File: config.mk
export PLATFORM = sky130hd
export DESIGN_NAME = cdc_handshake_tx
export DESIGN_NICKNAME = d
export VERILOG_FILES = /design/src/rtl/cdc_handshake_tx.sv
export SDC_FILE = /design/constraint.sdc
export NUM_CORES = 1
export LEC_CHECK = 0
export CORE_ASPECT_RATIO = 1.1
export CORE_MARGIN = 2
export CORE_UTILIZATION = 46
export DETAILED_ROUTE_END_ITERATION = 10
export PLACE_DENSITY = 0.69
export SYNTH_ARGS = -nofsm -noshare
export SYNTH_HDL_FRONTEND = slang
export SYNTH_SLANG_ARGS = --single-unit
File: constraint.sdc
create_clock -name clk -period 4.4 [get_ports clk]
set_clock_uncertainty 0.15 [all_clocks]
set_input_delay 0.44 -clock clk [delete_from_list [all_inputs] [get_ports clk]]
set_output_delay 0.44 -clock clk [all_outputs]
set_load 0.01 [all_outputs]
File: src/rtl/cdc_handshake_tx.sv
// cdc_handshake_tx: serialises a Gray-coded payload behind a marker bit to a
// receiver in another clock domain, then waits for the receiver's completion
// flag (synchronised locally) or gives up after a bounded number of cycles.
module cdc_handshake_tx #(
    parameter int DATA_W      = 8,
    parameter int SYNC_STAGES = 2,
    parameter int ACK_TIMEOUT = 255
) (
    input  logic              clk,
    input  logic              reset,
    input  logic              in_valid,
    input  logic [DATA_W-1:0] in_data,
    output logic              in_ready,
    output logic              a_gray_data,
    output logic              a_clk_en,
    input  logic              b_done,
    output logic              busy,
    output logic              timeout_err
);

    localparam int CW = $clog2(ACK_TIMEOUT + 1);
    localparam int BW = $clog2(DATA_W + 1);
    localparam logic [CW-1:0] TIMEOUT_VAL = CW'(ACK_TIMEOUT);
    localparam logic [BW-1:0] LAST_BIT    = BW'(DATA_W);

    typedef enum logic [1:0] {
        IDLE     = 2'd0,
        SEND     = 2'd1,
        WAIT_ACK = 2'd2
    } state_t;

    state_t            state_reg, state_next;
    logic [DATA_W:0]   shift_reg, shift_next;
    logic [BW-1:0]     bit_cnt_reg, bit_cnt_next;
    logic [CW-1:0]     count_reg, count_next, count_inc;
    logic              seen_low_reg, seen_low_next;
    logic              gray_data_reg, gray_data_next;
    logic              clk_en_reg, clk_en_next;
    logic              timeout_reg, timeout_next;
    logic [SYNC_STAGES-1:0] sync_reg;
    logic              b_done_s;
    logic              accept;
    logic [DATA_W-1:0] gray;

    assign in_ready    = (state_reg == IDLE) && !reset;
    assign accept      = in_valid && in_ready;
    assign busy        = (state_reg != IDLE);
    assign gray        = in_data ^ (in_data >> 1);
    assign a_gray_data = gray_data_reg;
    assign a_clk_en    = clk_en_reg;
    assign timeout_err = timeout_reg;
    assign b_done_s    = sync_reg[SYNC_STAGES-1];

    // Synchroniser chain for the receiver's completion flag; idles high.
    genvar gi;
    generate
        for (gi = 0; gi < SYNC_STAGES; gi++) begin : g_sync
            if (gi == 0) begin : g_first
                // First stage samples the asynchronous flag.
                always_ff @(posedge clk or posedge reset) begin
                    if (reset) sync_reg[gi] <= 1'b1;
                    else       sync_reg[gi] <= b_done;
                end
            end else begin : g_rest
                // Later stages let any metastability settle.
                always_ff @(posedge clk or posedge reset) begin
                    if (reset) sync_reg[gi] <= 1'b1;
                    else       sync_reg[gi] <= sync_reg[gi-1];
                end
            end
        end
    endgenerate

    // Next-state, datapath and registered-output decisions.
    always_comb begin
        state_next     = state_reg;
        shift_next     = shift_reg;
        bit_cnt_next   = '0;
        count_next     = '0;
        seen_low_next  = seen_low_reg;
        gray_data_next = 1'b0;
        clk_en_next    = 1'b1;
        timeout_next   = 1'b0;
        // Saturating increment: the counter can never wrap back to zero.
        count_inc = (count_reg == TIMEOUT_VAL) ? count_reg : count_reg + 1'b1;

        case (state_reg)
            IDLE: begin
                if (accept) begin
                    state_next     = SEND;
                    shift_next     = {1'b1, gray};
                    seen_low_next  = 1'b0;
                    clk_en_next    = 1'b0;
                    gray_data_next = 1'b1;
                end
            end
            SEND: begin
                if (!b_done_s) seen_low_next = 1'b1;
                if (bit_cnt_reg == LAST_BIT) begin
                    state_next = WAIT_ACK;
                end else begin
                    bit_cnt_next   = bit_cnt_reg + 1'b1;
                    // Rotate rather than zero-fill; the word is dead after the frame.
                    shift_next     = {shift_reg[DATA_W-1:0], shift_reg[DATA_W]};
                    clk_en_next    = 1'b0;
                    gray_data_next = shift_reg[DATA_W-1];
                end
            end
            WAIT_ACK: begin
                if (!b_done_s) seen_low_next = 1'b1;
                // A high flag only counts once it has been seen low for this frame,
                // so a stale completion from the previous frame is not taken as ack.
                if (b_done_s && seen_low_reg) begin
                    state_next = IDLE;
                end else if (count_inc == TIMEOUT_VAL) begin
                    state_next   = IDLE;
                    timeout_next = 1'b1;
                end else begin
                    count_next = count_inc;
                end
            end
            default: begin
                state_next = IDLE;
            end
        endcase
    end

    // State register.
    always_ff @(posedge clk or posedge reset) begin
        if (reset) state_reg <= IDLE;
        else       state_reg <= state_next;
    end

    // Datapath and output flops; reset aborts any frame in flight.
    always_ff @(posedge clk or posedge reset) begin
        if (reset) begin
            shift_reg     <= '0;
            bit_cnt_reg   <= '0;
            count_reg     <= '0;
            seen_low_reg  <= 1'b0;
            gray_data_reg <= 1'b0;
            clk_en_reg    <= 1'b1;
            timeout_reg   <= 1'b0;
        end else begin
            shift_reg     <= shift_next;
            bit_cnt_reg   <= bit_cnt_next;
            count_reg     <= count_next;
            seen_low_reg  <= seen_low_next;
            gray_data_reg <= gray_data_next;
            clk_en_reg    <= clk_en_next;
            timeout_reg   <= timeout_next;
        end
    end

endmodule

==> results.tsv <==
metric	value	unit
finalHoldViolCount	0	
synth-edff-count	0	
routabilityCongestion	0.8650	
layout-drive-gt1-share	0.1500	
hp-class	flip-flop to flip-flop	
postRouteAntennaNets	0	
grt_max_degree	30	
portBuffers	16	
largest_reg_flops	9	
first_global_vias	1233	
grtUsageMet3	0.05871	
cts_buffers	5	
synth_seq_cells	29	
avgViaCountPerCell	5.307	
grtUsageMet2	0.3220	
setup_ws	1898	ps
layout_worst_path_cycle_share	0.5685	
rsz0062_at_grt	no	
crit_arrival	2570	ps
cap_viol_max_count	0	
r2r_slack	1900	ps
grt_antenna_before_repair	0	
cp-end-kind	flip-flop	
worst-slew-pin-transition	1121	ps
synth-seq-area-share	0.4537	
nets	197	
setup_viol	0	
finalWirelength	3163	um
cts.clk_slew.worst_paths	100	ps
cts.sinks	29	
synth_area	1608	um^2
cts.path.max_buffers	2	
drc_errors	0	
h-tree-depth	2	
hpwl	2374	um
postCtsSetupBuffers	0	
max_freq	399.7	MHz
syn_avg_cell_area	9.804	um^2
ir_drop	333.5	uV
cts_hold_buf	0	
synth_fa_ha_area_frac	0.04669	
ys_top_cells_by_count	dfrtp_1, nand2_1, nor2_1	
wl_per_cell	13.87	um
cts_tree	yes	
drtIter0Drc	74	
leakage	0.0007387	uW
critical_path.slowest_cell	a21oi_2	
synth-simple-area-share	0.1735	
crit_fanout	19	
start_util	0.4827	
met1_usage	0.2254	
path_cells	inv_1 -> ha_1 -> nand2_1 -> a21oi_2 -> mux2_2	
die_w	60.37	um
synth_nets	182	
yosys_warnings	0	
status	complete, no violations	
cts_resized	0	
grt_usage	0.1944	
synthXorXnorAreaFrac	0.05992	
setup-tns-final	0	ps
synth_cell_type_count	39	
p_per_area	501.9	nW/um^2
finalCriticalPeriod	2502	ps
core	3331	um^2
dieArea	3985	um^2
synth_most_common_cell	dfrtp_1	
path_class	flip-flop to flip-flop	
final_util	0.5507	
ys_async_sr_fraction	1.000	
clkLatencyLatePin	330	ps
num_io_pins	17	
yosysTopAreaCell	dfrtp_1	
diodes	0	
clk_root_buffer_cell	clkbuf_4	
rows	22	
synth_area_leaders	dfrtp_1, xnor2_1, dfstp_2	
busiest_layer	met2	
die_y	66.01	um
yosys.area.top_type_share	0.4047	
synthToLayoutAreaGrowth	14.09	%
muxShareOfSynthArea	0.08016	
relSlewSlack	0.2515	
worstSetupStartpointType	flip-flop	
crit_required	4470	ps
synth_ff_type	dfrtp_1	
gr-total-overflow	0	
place_ws	1899	ps
synth_compound_area_frac	0.1346	
synthCells	164	
cpPeakStageDelay	530	ps
synth_top_family_by_area	simple AND/OR/NAND/NOR gates	
final_max_slew_viol_count	0	
dp.cells	220	
final_cells	228	
route.vias.total	1210	
drtPass1Iterations	4	
grt_pass1_wl	5644	um
[placed cells by master, fill, tap and decap left out, types with 2 or more instances in the layout]
| master | instances |
|---|---|
| a21oi_1 | 4 |
| o21ai_0 | 10 |
| a211oi_1 | 2 |
| xnor2_1 | 10 |
| nor2_1 | 13 |
| dfstp_2 | 3 |
| clkinv_2 | 2 |
| nand4_1 | 2 |
| dfrtp_1 | 26 |
| ha_1 | 6 |
| a31oi_1 | 3 |
| mux2i_1 | 5 |
| clkdlybuf4s50_1 | 16 |
| or2_2 | 2 |
| inv_1 | 10 |
| nor3_1 | 2 |
| and2_1 | 4 |
| clkbuf_4 | 5 |
| mux2_2 | 7 |
| nand3_1 | 9 |
| nand2_1 | 19 |
[metal layers]
| layer | part of all wire | routed length, um |
|---|---|---|
| met1 | 0.42 | 1321 |
| met2 | 0.52 | 1632 |
| met3 | 0.045 | 141 |
| met4 | 0.021 | 67 |
| met5 | 0 | 0 |
[report_power, final]
part,switching (uW),internal [uW]
clock,95.3,60.7
combinational,195,179
sequential,46.1,344
total,337,584
[kinds of logic after synthesis]
logic type	Yosys count
XOR/XNOR	11
buffers and inverters	18
flip-flops	29
AND/OR/NAND/NOR	57
AO/OA/AOI/OAI	31
multiplexers	12
adder cells (fa/ha/maj)	6
[final timing paths]
check / from / to / depth (start not counted)
max: state_reg[1] / shift_reg[1] / 5
min: sync_reg[0] / b_done_s / 0
max reg2reg: state_reg[1] / shift_reg[1] / 5
min reg2reg: sync_reg[0] / b_done_s / 0
max in group asynchronous: reset / shift_reg[1] / 2
min in group asynchronous: reset / shift_reg[8] / 2
[critical path, delay by kind of cell (launching register included)]
kind	cells	cell delay (ps)
AOI/OAI and AO/OA	1	530
adders and majority gates	1	500
DFF	1	410
muxes	1	390
and+or+nand+nor	1	320
buffers and inverters	1	90
[area by class of cell]
type | instances | area [um^2]
inverters | 10 | 37.54
clock inverters | 2 | 10.01
flip-flops and latches | 29 | 729.5
fillers | 307 | 1496
well taps | 48 | 60.06
multi-input cells | 117 | 795.8
clock buffers | 6 | 41.29
repair buffers | 16 | 160.2
[through the flow]
step	area (um^2)	hold WS, ps	power (uW)
floorplan	1608	195.2	658.5
global placement	1783	199.5	756.9
detailed placement	1783	199.6	774.6
CTS	1834	214.2	930.5
global route	1834	221.7	1005
finish	1834	213.7	920.6
(Power assumes the default switching activity.)
==> edit: new RTL, same flow settings <==
Reset style: synchronous (`reset`), changed in 4 clocked blocks. Comments in the files are not updated.
--- a/src/rtl/cdc_handshake_tx.sv
+++ b/src/rtl/cdc_handshake_tx.sv
@@ -57,13 +57,13 @@
         for (gi = 0; gi < SYNC_STAGES; gi++) begin : g_sync
             if (gi == 0) begin : g_first
                 // First stage samples the asynchronous flag.
-                always_ff @(posedge clk or posedge reset) begin
+                always_ff @(posedge clk) begin
                     if (reset) sync_reg[gi] <= 1'b1;
                     else       sync_reg[gi] <= b_done;
                 end
             end else begin : g_rest
                 // Later stages let any metastability settle.
-                always_ff @(posedge clk or posedge reset) begin
+                always_ff @(posedge clk) begin
                     if (reset) sync_reg[gi] <= 1'b1;
                     else       sync_reg[gi] <= sync_reg[gi-1];
                 end
@@ -126,13 +126,13 @@
     end
 
     // State register.
-    always_ff @(posedge clk or posedge reset) begin
+    always_ff @(posedge clk) begin
         if (reset) state_reg <= IDLE;
         else       state_reg <= state_next;
     end
 
     // Datapath and output flops; reset aborts any frame in flight.
-    always_ff @(posedge clk or posedge reset) begin
+    always_ff @(posedge clk) begin
         if (reset) begin
             shift_reg     <= '0;
             bit_cnt_reg   <= '0;
Formal check against the unedited RTL: differs if reset is asserted again (counterexample within 4 cycles, from zero or initial values and one cycle with reset high); with reset held inactive, the same outputs for 10 cycles.
==> edit against the unedited design <==
The run now ends with DRC left; area after synthesis shrank 6.1%; die area shrank 5.8%; routed wire length decreased by 6.0%; synthesized cell count up 12%; cell count up 2.6%; setup slack got worse by 150 ps; sequential cell count stayed put; cell area down 5.6%; hold slack better by 60 ps; critical path type is now in2reg; highest routed layer unchanged.
Power is not compared: it rests on default switching activity, and its combinational part moved more than twofold at a synthesized area within 25%.
==> edit: results (changes against the unedited design) <==
- Status: complete, but fails checks
- Violated checks: DRC
- Arr. time, crit path: 2690 ps (+120 ps)
- Post-synthesis mux area share: 1.33% (-6.7 points)
- Sequential fraction of the synthesis area: 38.5% (-6.9 points)
- 1st-iter DRT viols: 36 (-51%)
- Non-filler cells, final: 234 (+2.6%)
- Synth Area in Compound Gates: 15.9% (+2.5 points)
- Largest net degree at the start of global routing: 25 (-17%)
- First-pass DRT Iterations: 7 (+3)
- First-pass GRT wire length: 5090 µm (-9.8%)
- DR DRC count: 4 (+4)
- FILL cells: 293 (-4.6%)
- Synth top cells by count: 38 x nor2_1, 29 x dfxtp_1, 19 x a21oi_1, 12 x nor3_1, 9 x xnor2_1
- Main synth FF type: dfxtp_1
- Slew of the pin with the lowest slew margin: 1010 ps (-111 ps)
- Buffers on Ports: 16 (unchanged)
- Distinct cell type count after synthesis: 38 (-2.6%)
- Cell area after layout: 1730 µm² (-5.6%)
- Vias in the first global route: 1214 (-1.5%)
- Synth Area in Adders: 5.80% (+1.1 points)
- Setup WS pre-CTS: 1410 ps (-491 ps)
- Gpl congestion: 0.785 (-9.2%)
- Vias: 1305 (+7.9%)
- Post-synthesis async set-or-reset flop share: 0% (-100 points)
- GRT Util Overall: 17.8% (-1.6 points)
- Syn nets: 202 (+11%)
- Layout cells sized above 1: 8.50% (-6.5 points)
- Routed wire length: 2970 µm (-6.0%)
- Synth area leaders: dfxtp_1 38%, nor2_1 9.5%, a21oi_1 6.3%
- Avg Synthesized Cell Area: 8.25 µm² (-16%)
- Area after DPL: 1680 µm² (-5.6%)
- Synth Area in XOR/XNOR: 6.97% (+0.97 points)
- Nets: 218 (+11%)
- CP Max Fanout: 24 (+5)
- Post-DP HPWL: 2160 µm (-8.8%)
- CTS root buf: clkbuf_4
## edit: area by class of cell
type                       instances  share of cell area (%)
sequential                        29                    33.5
clock buffer                       8                    2.82
multi-input combinational        140                    50.4
timing repair buffer              16                    9.25
inverter                           7                    1.52
tap                               34                    2.46
## edit: layer usage
layer / GRT usage, % / up-vias / part of all wire, %
li1: - / 665 / -
met1: 19.3 / 588 / 44
met2: 29.2 / 40 / 46
met3: 5.87 / 12 / 6.5
met4: 11.1 / 0 / 3.3
met5: 0 / - / 0
## edit: worst paths after layout
kind,startpoint,end,slack [ps],cells past startpoint
setup / recovery,reset,shift_reg[6]$_SDFFE_PP0P_,1750,6
hold / removal,sync_reg[0]$_SDFF_PP1_,b_done_s$_SDFF_PP1_,270,1
setup reg to reg,state_reg[1]$_SDFFE_PP0P_,shift_reg[6]$_SDFFE_PP0P_,1840,7
hold reg to reg,sync_reg[0]$_SDFF_PP1_,b_done_s$_SDFF_PP1_,270,1
## edit: cells by family after synthesis
| logic type | Yosys count |
|---|---|
| simple gates | 84 |
| compound gates | 35 |
| flops | 29 |
| buf+inv | 14 |
| xor+xnor | 12 |
| fa+ha+maj | 7 |
| mux | 2 |
## edit: power groups by stage
stage	logic, mW	registers (mW)	clock network (mW)
floorplan	0.0844	0.294	0
global placement	0.118	0.295	0
detailed placement	0.121	0.296	0
CTS	0.123	0.290	0.158
global route	0.139	0.292	0.169
finish	0.123	0.290	0.152
## edit: critical path, stage by stage
cell and delay, ps:
clkdlybuf4s50_1 980, o21ai_0 300, o21ai_1 610, nor2_1 120, a21oi_1 180, nor2_1 50
